### config.mk
export PLATFORM = sky130hd
export DESIGN_NAME = hazard_ctrl_flat
export DESIGN_NICKNAME = d
export VERILOG_FILES = /design/src/rtl/hazard_pkg.sv /design/src/rtl/hazard_ctrl_if.sv /design/src/rtl/mc_seq_counter.sv /design/src/rtl/hazard_ctrl.sv /design/src/flat_wrapper.sv
export SDC_FILE = /design/constraint.sdc
export NUM_CORES = 1
export LEC_CHECK = 0
export CAP_MARGIN = 20
export CELL_PAD_IN_SITES_DETAIL_PLACEMENT = 0
export CELL_PAD_IN_SITES_GLOBAL_PLACEMENT = 1
export CORE_MARGIN = 1.5
export CORE_UTILIZATION = 24
export CTS_CLUSTER_SIZE = 24
export DETAILED_ROUTE_END_ITERATION = 7
export PLACE_DENSITY_LB_ADDON = 0.2
export SKIP_CTS_REPAIR_TIMING = 1
export SLEW_MARGIN = 20
export SYNTH_ARGS = -nofsm -noshare
export SYNTH_HDL_FRONTEND = slang
export SYNTH_HIERARCHICAL = 1
export SYNTH_SLANG_ARGS = --single-unit
### constraint.sdc
create_clock -name clk -period 2.2 [get_ports clk]
set_input_delay 0.55 -clock clk [delete_from_list [all_inputs] [get_ports clk]]
set_output_delay 0.55 -clock clk [all_outputs]
set_load 0.03 [all_outputs]
### src/rtl/hazard_pkg.sv
// Purpose: shared types and constants for the pipeline hazard/stall controller.
// Latency: none (declarations only).
// Backpressure: n/a.
package hazard_pkg;

    // Multi-cycle sequencer state encoding
    typedef enum logic {
        ST_IDLE = 1'b0,
        ST_BUSY = 1'b1
    } mc_state_t;

    // Integer R0 is hardwired to zero, so it never carries a real dependency
    localparam logic [4:0] REG_ZERO = 5'd0;

    // Default occupancy of EX for mult/div/FPU ops and matching counter width
    localparam int MC_LATENCY_DEF = 4;
    localparam int CNT_W_DEF      = 4;

    // DInSrc code the Control decoder uses to select memory data (a load)
    localparam logic [1:0] DINSRC_MEM = 2'b01;

endpackage

### src/rtl/hazard_ctrl_if.sv
// Purpose: bundles decode/EX hazard inputs and pipeline register controls.
// Latency: none (wires only); HAZARD_PERF_CNT_EN adds StallCycles/FlushCount.
// Backpressure: n/a; the controls themselves are the pipeline's stall mechanism.
interface hazard_ctrl_if;
    logic [4:0]  IDRs;
    logic [4:0]  IDRt;
    logic        IDUsesRs;
    logic        IDUsesRt;
    logic        IDFPSrc;
    logic        IDMultiCycle;
    logic        EXIsLoad;
    logic        EXRegWE;
    logic [4:0]  EXDest;
    logic        EXFPDest;
    logic        BranchTaken;
    logic        PCHold;
    logic        IFIDHold;
    logic        IDEXHold;
    logic        IDEXBubble;
    logic        IFIDFlush;
    logic        EXMEMBubble;
    logic        MCBusy;
    logic        LoadUseStall;
`ifdef HAZARD_PERF_CNT_EN
    logic [31:0] StallCycles;
    logic [31:0] FlushCount;
`endif

    // Pipeline side: presents decode/EX status, consumes stall controls
    modport master (
        output IDRs, IDRt, IDUsesRs, IDUsesRt, IDFPSrc, IDMultiCycle,
               EXIsLoad, EXRegWE, EXDest, EXFPDest, BranchTaken,
        input  PCHold, IFIDHold, IDEXHold, IDEXBubble, IFIDFlush,
               EXMEMBubble, MCBusy, LoadUseStall
`ifdef HAZARD_PERF_CNT_EN
        , input StallCycles, FlushCount
`endif
    );

    // Controller side
    modport slave (
        input  IDRs, IDRt, IDUsesRs, IDUsesRt, IDFPSrc, IDMultiCycle,
               EXIsLoad, EXRegWE, EXDest, EXFPDest, BranchTaken,
        output PCHold, IFIDHold, IDEXHold, IDEXBubble, IFIDFlush,
               EXMEMBubble, MCBusy, LoadUseStall
`ifdef HAZARD_PERF_CNT_EN
        , output StallCycles, FlushCount
`endif
    );
endinterface

### src/rtl/mc_seq_counter.sv
// Purpose: tracks a multi-cycle EX op with a down-counter, busy for MC_LATENCY-1 cycles.
// Latency: busy rises the cycle after start is seen in IDLE; falls after the count reaches 1.
// Backpressure: start is ignored while busy; the caller keeps the next op held in ID.
module mc_seq_counter
    import hazard_pkg::*;
#(
    parameter int MC_LATENCY = MC_LATENCY_DEF,
    parameter int CNT_W      = CNT_W_DEF
) (
    input  logic clk,
    input  logic rst_n,
    input  logic start,
    output logic busy
);

    mc_state_t          state, state_nxt;
    logic [CNT_W-1:0]   cnt, cnt_nxt;

    // State and counter registers
    always_ff @(posedge clk or negedge rst_n) begin
        if (!rst_n) begin
            state <= ST_IDLE;
            cnt   <= '0;
        end else begin
            state <= state_nxt;
            cnt   <= cnt_nxt;
        end
    end

    // Load on entry, count down while busy, release when the count hits 1
    always_comb begin
        state_nxt = state;
        cnt_nxt   = cnt;
        case (state)
            ST_IDLE: begin
                // A single-cycle latency op never needs to hold the pipe
                if (start && (MC_LATENCY > 1)) begin
                    state_nxt = ST_BUSY;
                    cnt_nxt   = CNT_W'(MC_LATENCY - 1);
                end
            end
            ST_BUSY: begin
                if (cnt == CNT_W'(1)) begin
                    state_nxt = ST_IDLE;
                    cnt_nxt   = '0;
                end else begin
                    cnt_nxt   = cnt - CNT_W'(1);
                end
            end
            default: begin
                state_nxt = ST_IDLE;
                cnt_nxt   = '0;
            end
        endcase
    end

    // Busy indication straight from state
    always_comb begin
        busy = (state == ST_BUSY);
    end

endmodule

### src/rtl/hazard_ctrl.sv
// Purpose: load-use / branch-flush / multi-cycle hazard controller (HAZARD_PERF_CNT_EN adds perf counters).
// Latency: controls are combinational from current inputs plus the registered sequencer state.
// Backpressure: asserts PC/IF/ID holds on load-use and for MC_LATENCY-1 cycles per multi-cycle op.
module hazard_ctrl
    import hazard_pkg::*;
#(
    parameter int MC_LATENCY = MC_LATENCY_DEF,
    parameter int CNT_W      = CNT_W_DEF
) (
    input  logic          clk,
    input  logic          rst_n,
    hazard_ctrl_if.slave  bus
);

    logic ex_is_r0;
    logic hazard;
    logic mc_start;
    logic mc_busy;

    // Load-use compare: same register file, same index, and the operand is really read
    always_comb begin
        ex_is_r0 = !bus.EXFPDest && (bus.EXDest == REG_ZERO);
        hazard   = bus.EXIsLoad && bus.EXRegWE && !ex_is_r0
                && (bus.EXFPDest == bus.IDFPSrc)
                && ((bus.IDUsesRs && (bus.IDRs == bus.EXDest))
                 || (bus.IDUsesRt && (bus.IDRt == bus.EXDest)));
        // A flush or a load-use stall means the ID instruction does not issue
        mc_start = bus.IDMultiCycle && !bus.BranchTaken && !hazard;
    end

    mc_seq_counter #(
        .MC_LATENCY (MC_LATENCY),
        .CNT_W      (CNT_W)
    ) u_mc_seq (
        .clk   (clk),
        .rst_n (rst_n),
        .start (mc_start),
        .busy  (mc_busy)
    );

    // Priority mux: busy beats everything, then branch flush, then load-use stall
    always_comb begin
        bus.PCHold       = 1'b0;
        bus.IFIDHold     = 1'b0;
        bus.IDEXHold     = 1'b0;
        bus.IDEXBubble   = 1'b0;
        bus.IFIDFlush    = 1'b0;
        bus.EXMEMBubble  = 1'b0;
        bus.MCBusy       = 1'b0;
        bus.LoadUseStall = 1'b0;
        // Outputs are forced low during reset even though inputs may be live
        if (rst_n) begin
            if (mc_busy) begin
                bus.PCHold      = 1'b1;
                bus.IFIDHold    = 1'b1;
                bus.IDEXHold    = 1'b1;
                bus.EXMEMBubble = 1'b1;
                bus.MCBusy      = 1'b1;
            end else if (bus.BranchTaken) begin
                bus.IFIDFlush   = 1'b1;
                bus.IDEXBubble  = 1'b1;
            end else if (hazard) begin
                bus.LoadUseStall = 1'b1;
                bus.PCHold       = 1'b1;
                bus.IFIDHold     = 1'b1;
                bus.IDEXBubble   = 1'b1;
            end
        end
    end

    // A branch cannot resolve while the multi-cycle op owns EX
    a_no_branch_in_busy: assert property (@(posedge clk) disable iff (!rst_n)
        !(mc_busy && bus.BranchTaken));

`ifdef HAZARD_PERF_CNT_EN
    // Saturating stall-cycle and flush counters
    always_ff @(posedge clk or negedge rst_n) begin
        if (!rst_n) begin
            bus.StallCycles <= '0;
            bus.FlushCount  <= '0;
        end else begin
            if (bus.PCHold && (bus.StallCycles != '1))
                bus.StallCycles <= bus.StallCycles + 32'd1;
            if (bus.IFIDFlush && (bus.FlushCount != '1))
                bus.FlushCount <= bus.FlushCount + 32'd1;
        end
    end
`endif

endmodule

### src/flat_wrapper.sv
// flat-port wrapper written by rule: the top's interface ports become plain ports
module hazard_ctrl_flat import hazard_pkg::*;
#(
    parameter int MC_LATENCY = MC_LATENCY_DEF,
    parameter int CNT_W      = CNT_W_DEF
)
  (clk, rst_n, bus_IDRs, bus_IDRt, bus_IDUsesRs, bus_IDUsesRt, bus_IDFPSrc, bus_IDMultiCycle, bus_EXIsLoad, bus_EXRegWE, bus_EXDest, bus_EXFPDest, bus_BranchTaken, bus_PCHold, bus_IFIDHold, bus_IDEXHold, bus_IDEXBubble, bus_IFIDFlush, bus_EXMEMBubble, bus_MCBusy, bus_LoadUseStall);
  hazard_ctrl_if bus_i ();
  input  logic clk;
  input  logic rst_n;
  input wire logic [$bits(bus_i.IDRs)-1:0] bus_IDRs;
  input wire logic [$bits(bus_i.IDRt)-1:0] bus_IDRt;
  input wire logic [$bits(bus_i.IDUsesRs)-1:0] bus_IDUsesRs;
  input wire logic [$bits(bus_i.IDUsesRt)-1:0] bus_IDUsesRt;
  input wire logic [$bits(bus_i.IDFPSrc)-1:0] bus_IDFPSrc;
  input wire logic [$bits(bus_i.IDMultiCycle)-1:0] bus_IDMultiCycle;
  input wire logic [$bits(bus_i.EXIsLoad)-1:0] bus_EXIsLoad;
  input wire logic [$bits(bus_i.EXRegWE)-1:0] bus_EXRegWE;
  input wire logic [$bits(bus_i.EXDest)-1:0] bus_EXDest;
  input wire logic [$bits(bus_i.EXFPDest)-1:0] bus_EXFPDest;
  input wire logic [$bits(bus_i.BranchTaken)-1:0] bus_BranchTaken;
  output wire logic [$bits(bus_i.PCHold)-1:0] bus_PCHold;
  output wire logic [$bits(bus_i.IFIDHold)-1:0] bus_IFIDHold;
  output wire logic [$bits(bus_i.IDEXHold)-1:0] bus_IDEXHold;
  output wire logic [$bits(bus_i.IDEXBubble)-1:0] bus_IDEXBubble;
  output wire logic [$bits(bus_i.IFIDFlush)-1:0] bus_IFIDFlush;
  output wire logic [$bits(bus_i.EXMEMBubble)-1:0] bus_EXMEMBubble;
  output wire logic [$bits(bus_i.MCBusy)-1:0] bus_MCBusy;
  output wire logic [$bits(bus_i.LoadUseStall)-1:0] bus_LoadUseStall;
  assign bus_i.IDRs = bus_IDRs;
  assign bus_i.IDRt = bus_IDRt;
  assign bus_i.IDUsesRs = bus_IDUsesRs;
  assign bus_i.IDUsesRt = bus_IDUsesRt;
  assign bus_i.IDFPSrc = bus_IDFPSrc;
  assign bus_i.IDMultiCycle = bus_IDMultiCycle;
  assign bus_i.EXIsLoad = bus_EXIsLoad;
  assign bus_i.EXRegWE = bus_EXRegWE;
  assign bus_i.EXDest = bus_EXDest;
  assign bus_i.EXFPDest = bus_EXFPDest;
  assign bus_i.BranchTaken = bus_BranchTaken;
  assign bus_PCHold = bus_i.PCHold;
  assign bus_IFIDHold = bus_i.IFIDHold;
  assign bus_IDEXHold = bus_i.IDEXHold;
  assign bus_IDEXBubble = bus_i.IDEXBubble;
  assign bus_IFIDFlush = bus_i.IFIDFlush;
  assign bus_EXMEMBubble = bus_i.EXMEMBubble;
  assign bus_MCBusy = bus_i.MCBusy;
  assign bus_LoadUseStall = bus_i.LoadUseStall;
  hazard_ctrl #(.MC_LATENCY(MC_LATENCY), .CNT_W(CNT_W)) u_core (.clk(clk), .rst_n(rst_n), .bus(bus_i));
endmodule
# Word-level counts from Yosys, hierarchy flattened
# Index checks and enable logic that the tools add are counted.
# totals
output_inout_bits	8
regBits	5
wordCells	44
# classes
n_bitwise	1
add_sub_neg	1
n_reduce_logical	15
n_eq_ne	5
muxes	20
# ops
op	n
$mux W1	16
$eq A5 B5 Y1	2
$logic_and A1 B1 Y1	9
$mux W4	2
$pmux W4 S2	1
$logic_not A5 Y1	1
$eq A4 B1 Y1 const B	1
$logic_not A1 Y1	4
$sub A4 B1 Y4 const B	1
$ne A2 B1 Y1 const B	1
$pmux W1 S2	1
$eq A1 B1 Y1	1
$logic_or A1 B1 Y1	1
$not A1 Y1	1

# Longest topological paths before layout
# logic_depth
depth_word	10
mapped_depth	7

# Cells and area by module
# The synthesis kept the hierarchy.
# by_module_without_submodules
module	n_inst	cells_each	area_per_inst_um2
mc_seq_counter	1	28	270.3
hazard_ctrl	1	36	265.3

# Worst setup path after synthesis
# No wires, ideal clock.
# synth_path
path_type	in2out
startpoint	in bus_EXDest[1]
endpoint	out bus_PCHold
path_stages	5
n_path_buf	1
slack_ns	-0.861
t_arrival_ns	2.511
cell_sequence	xnor2_1 > nand4_1 > o22a_1 > o41ai_1 > buf_4
# synth_via
elab_chain_len	10
# synth_rtl
element	line_no	text
start, declared	flat_wrapper.sv:19	input wire logic [$bits(bus_i.EXDest)-1:0] bus_EXDest;
$logic_not A5 Y1	hazard_ctrl.sv:22	ex_is_r0 = !bus.EXFPDest && (bus.EXDest == REG_ZERO);
$logic_and A1 B1 Y1	hazard_ctrl.sv:22	
$logic_not A1 Y1	hazard_ctrl.sv:23	hazard = bus.EXIsLoad && bus.EXRegWE && !ex_is_r0
$logic_and A1 B1 Y1	hazard_ctrl.sv:23	
$logic_and A1 B1 Y1	hazard_ctrl.sv:24	&& (bus.EXFPDest == bus.IDFPSrc)
$logic_and A1 B1 Y1 *	hazard_ctrl.sv:25	&& ((bus.IDUsesRs && (bus.IDRs == bus.EXDest))
$mux W1 * (4 in series)	-	
end, declared	flat_wrapper.sv:22	output wire logic [$bits(bus_i.PCHold)-1:0] bus_PCHold;
# Mark *: on every way between the ends. The rest lies on a longest branch, timed or not.

# Worst setup path in the final report
# layout_path
startpoint	in bus_EXDest[3]
endpoint	out bus_PCHold
# layout_via
elab_chain_len	10
# layout_rtl
element	line_no	text
$logic_not A5 Y1	hazard_ctrl.sv:22	
$logic_and A1 B1 Y1	hazard_ctrl.sv:22	
$logic_not A1 Y1	hazard_ctrl.sv:23	
$logic_and A1 B1 Y1	hazard_ctrl.sv:23	
$logic_and A1 B1 Y1	hazard_ctrl.sv:24	
$logic_and A1 B1 Y1 *	hazard_ctrl.sv:25	
$mux W1 *	hazard_ctrl.sv:62	end else if (hazard) begin
$mux W1 *	hazard_ctrl.sv:59	end else if (bus.BranchTaken) begin
$mux W1 *	hazard_ctrl.sv:53	if (mc_busy) begin
$mux W1 *	hazard_ctrl.sv:52	if (rst_n) begin
# Marks and branches as above.

==> impl_metrics.yaml <==
synth:
  synth_compound_area_share_pct: 19.4
  synthSimpleGateAreaFrac_pct: 26.4
  netlist_instances: 64
  synth.area.mux_share_pct: 0
  ys_warn_count: 6
  syn_nets: 91
  synth_top_family_by_area: "simple AND/OR/NAND/NOR gates"
  ys_seq_area_share_pct: 23.4
  synth_seq_cells: 5
  synth_cell_types: 32
  synth_area_um2: 536
  ys.flop_type: "dfrtp_1"
  ys_async_sr_fraction_pct: 100
  synth-edff-count: 0
  synth-xor-area-share_pct: 16.4
  avgSynthCellArea_um2: 8.37
  yosys.area_share.adder_pct: 4.67
place:
  dp_slack_ns: -0.866
  io_buffers: 32
  placed_cells: 134
  gp_congestion: 0.778
  dp_hpwl_um: 1270
timing:
  hold_viol_final: 0
  setup-violations-final: 4
  drv_slew: 0
  fmax_mhz: 415
  finClkSkew_ns: 0.00167
  setup_ws_ns: -0.211
  tightestPinTransition_ns: 0.276
  rsz0062_at_grt: "yes"
  tns_ns: -0.743
  fin_crit_ns: 2.41
  whs_ns: 0.512
  slew_headroom_pct: 81.6
  fin_crit_sh_pct: 110
worst_setup_path:
  crit_path_end_kind: "primary output"
  required_ns: 1.65
  arrival_ns: 1.86
  cp_max_fo: 2
  r2r-start: "u_core/u_mc_seq/cnt[0]"
  startpoint: "bus_EXDest[3]"
  start_kind: "input pin"
  crit_type: "input pin to primary output"
  ff2ff_setup_slack_ns: 1.11
pwr:
  p_clk_share_pct: 14.3
  ir_worst_vdd_uv: 504
  p_sw_share_pct: 41.1
  p_switching_mw: 0.287
  p_leak_nw: 0.624
  power_frac_seq_pct: 24.9
  power.internal_mw: 0.411
  power.density_nw_per_um2: 643
  combPwrFrac_pct: 60.8
cts:
  htreeDepth: 1
  insertion_delay_ns: 0.23
  tritoncts: "yes"
  root_buffer: "clkbuf_4"
  cts_sinks: 5
  clock_path_buffers: 2
  clk_pin_slew_worst_paths_ns: 0.04
  numCtsBuffers: 3
floorplan:
  die_h_um: 50.2
  io_pins: 33
  start_util_pct: 26.5
  die_w_um: 50.2
  coreArea_um2: 2020
  die_area_um2: 2520
  rows: 16
grt:
  gr-total-overflow: 0
  grt_pass1_vias: 575
  grt_usage_pct: 12.6
  grt_pass1_wl_um: 2480
  antenna_found_initial: 0
  grt_max_degree: 11
finish:
  final_util_pct: 53.7
  nFillCells: 206
  nNetsFinal: 140
  drive_gt1_share_pct: 42.9
  antenna_cells: 0
  stdcell_count: 139
  area_growth_pct: 103
  multi_input_area_um2: 423
  ff_latch_area_um2: 125
route:
  wl_met3_um: 94
  drt_first_pass_iters: 2
  wl_per_cell_um: 11.5
  route.detailed.drc: 0
  top_layer: "met3"
  drt_iter0_drc: 3
  drtAntennaViolNets: 0
  vias: 617
  wl_um: 1600
  wl_met2_um: 805
  wl_met1_um: 703
  via_per_inst: 4.44
worst_hold_path:
  hold_class: "flip-flop to flip-flop"
  hold_start: "u_core/u_mc_seq/cnt[3]"
status:
  status: "complete, but fails checks"
  violations: "setup timing"
job:
  drv_cap: 0
final cells by class:
cell class | instances | share of cell area, %
Clock buffer | 4 | 2.42
Sequential cell | 5 | 11.5
Tap cell | 27 | 3.11
Timing Repair Buffer | 48 | 42.3
Inverter | 5 | 1.73
Multi-Input combinational cell | 50 | 38.9
layout by cell type, fill, tap and decap left out, types with 2 or more instances in the layout:
cell type	instances
buf_4	19
dlymetal6s2s_1	16
xnor2_1	7
buf_6	5
dfrtp_1	5
clkdlybuf4s50_1	4
nand2_1	4
clkbuf_4	3
clkbuf_2	3
xnor2_2	3
nand4_1	3
a21oi_1	3
inv_1	3
nand2_2	2
nand2b_1	2
inv_2	2
nor2_2	2
nor2b_1	2
nor3_1	2
o21ai_0	2
ha_1	2
metrics by stage:
stage	cell area, um^2	total power, mW
4_1_cts	1000	0.698
3_3_place_gp	976	0.588
3_5_place_dp	976	0.592
2_1_floorplan	561	0.454
6_report	1090	0.698
5_1_grt	1090	0.761
registers in the layout, indices dropped and copies added, names as in the netlist:
name,count
u_core/u_mc_seq/cnt,4
u_core/u_mc_seq/busy,1
power by group through the flow:
stage	sequential, mW	combinational (mW)	clock, mW
after global routing	0.181	0.465	0.114
after global placement	0.174	0.414	0
after CTS	0.172	0.420	0.105
after floorplan	0.169	0.285	0
after detailed placement	0.174	0.419	0
final	0.174	0.424	0.0999
synth_stat cells (2+ instances only):
cell type	number	area, um^2
nand2_1	6	22.5
nor2b_1	2	12.5
xnor2_1	10	87.6
inv_1	4	15.0
o21ai_0	2	10.0
buf_4	3	22.5
nand2b_1	2	12.5
nand4_1	3	18.8
dfrtp_1	5	125
nor3_1	2	10.0
ha_1	2	25.0
a21oi_1	3	15.0
path summary, 6_finish.rpt:
kind	endpoint	cells past startpoint
setup reg to reg	u_core/u_mc_seq/cnt[3]	4
max in group asynchronous	u_core/u_mc_seq/cnt[2]	2
min in group asynchronous	u_core/u_mc_seq/cnt[3]	2
hold reg to reg	u_core/u_mc_seq/cnt[3]	2
hold / removal	u_core/u_mc_seq/cnt[3]	2
setup / recovery	bus_PCHold	7
metal layers:
metal  up-vias  GRT usage [%]
li1        322              -
met1       280           16.8
met2        15           19.7
met3         0           3.27
met4         0           4.17
met5         -              0
worst max-delay path: stages:
cell,delay (ns)
dlymetal6s2s_1,0.15
buf_6,0.13
xnor2_2,0.15
nand4_1,0.14
o22a_1,0.28
o41ai_4,0.25
buf_4,0.22
logic make-up (layout without fill, tap and decap cells):
| kind of cell | after synthesis | count (layout) |
|---|---|---|
| adders and majority gates | 2 | 2 |
| AOI/OAI and AO/OA | 14 | 14 |
| xor gates and xnor gates | 10 | 10 |
| buffers and inverters | 9 | 57 |
| DFF | 5 | 5 |
| and+or+nand+nor | 24 | 24 |
Note: power is estimated with default switching activity, not from simulation.
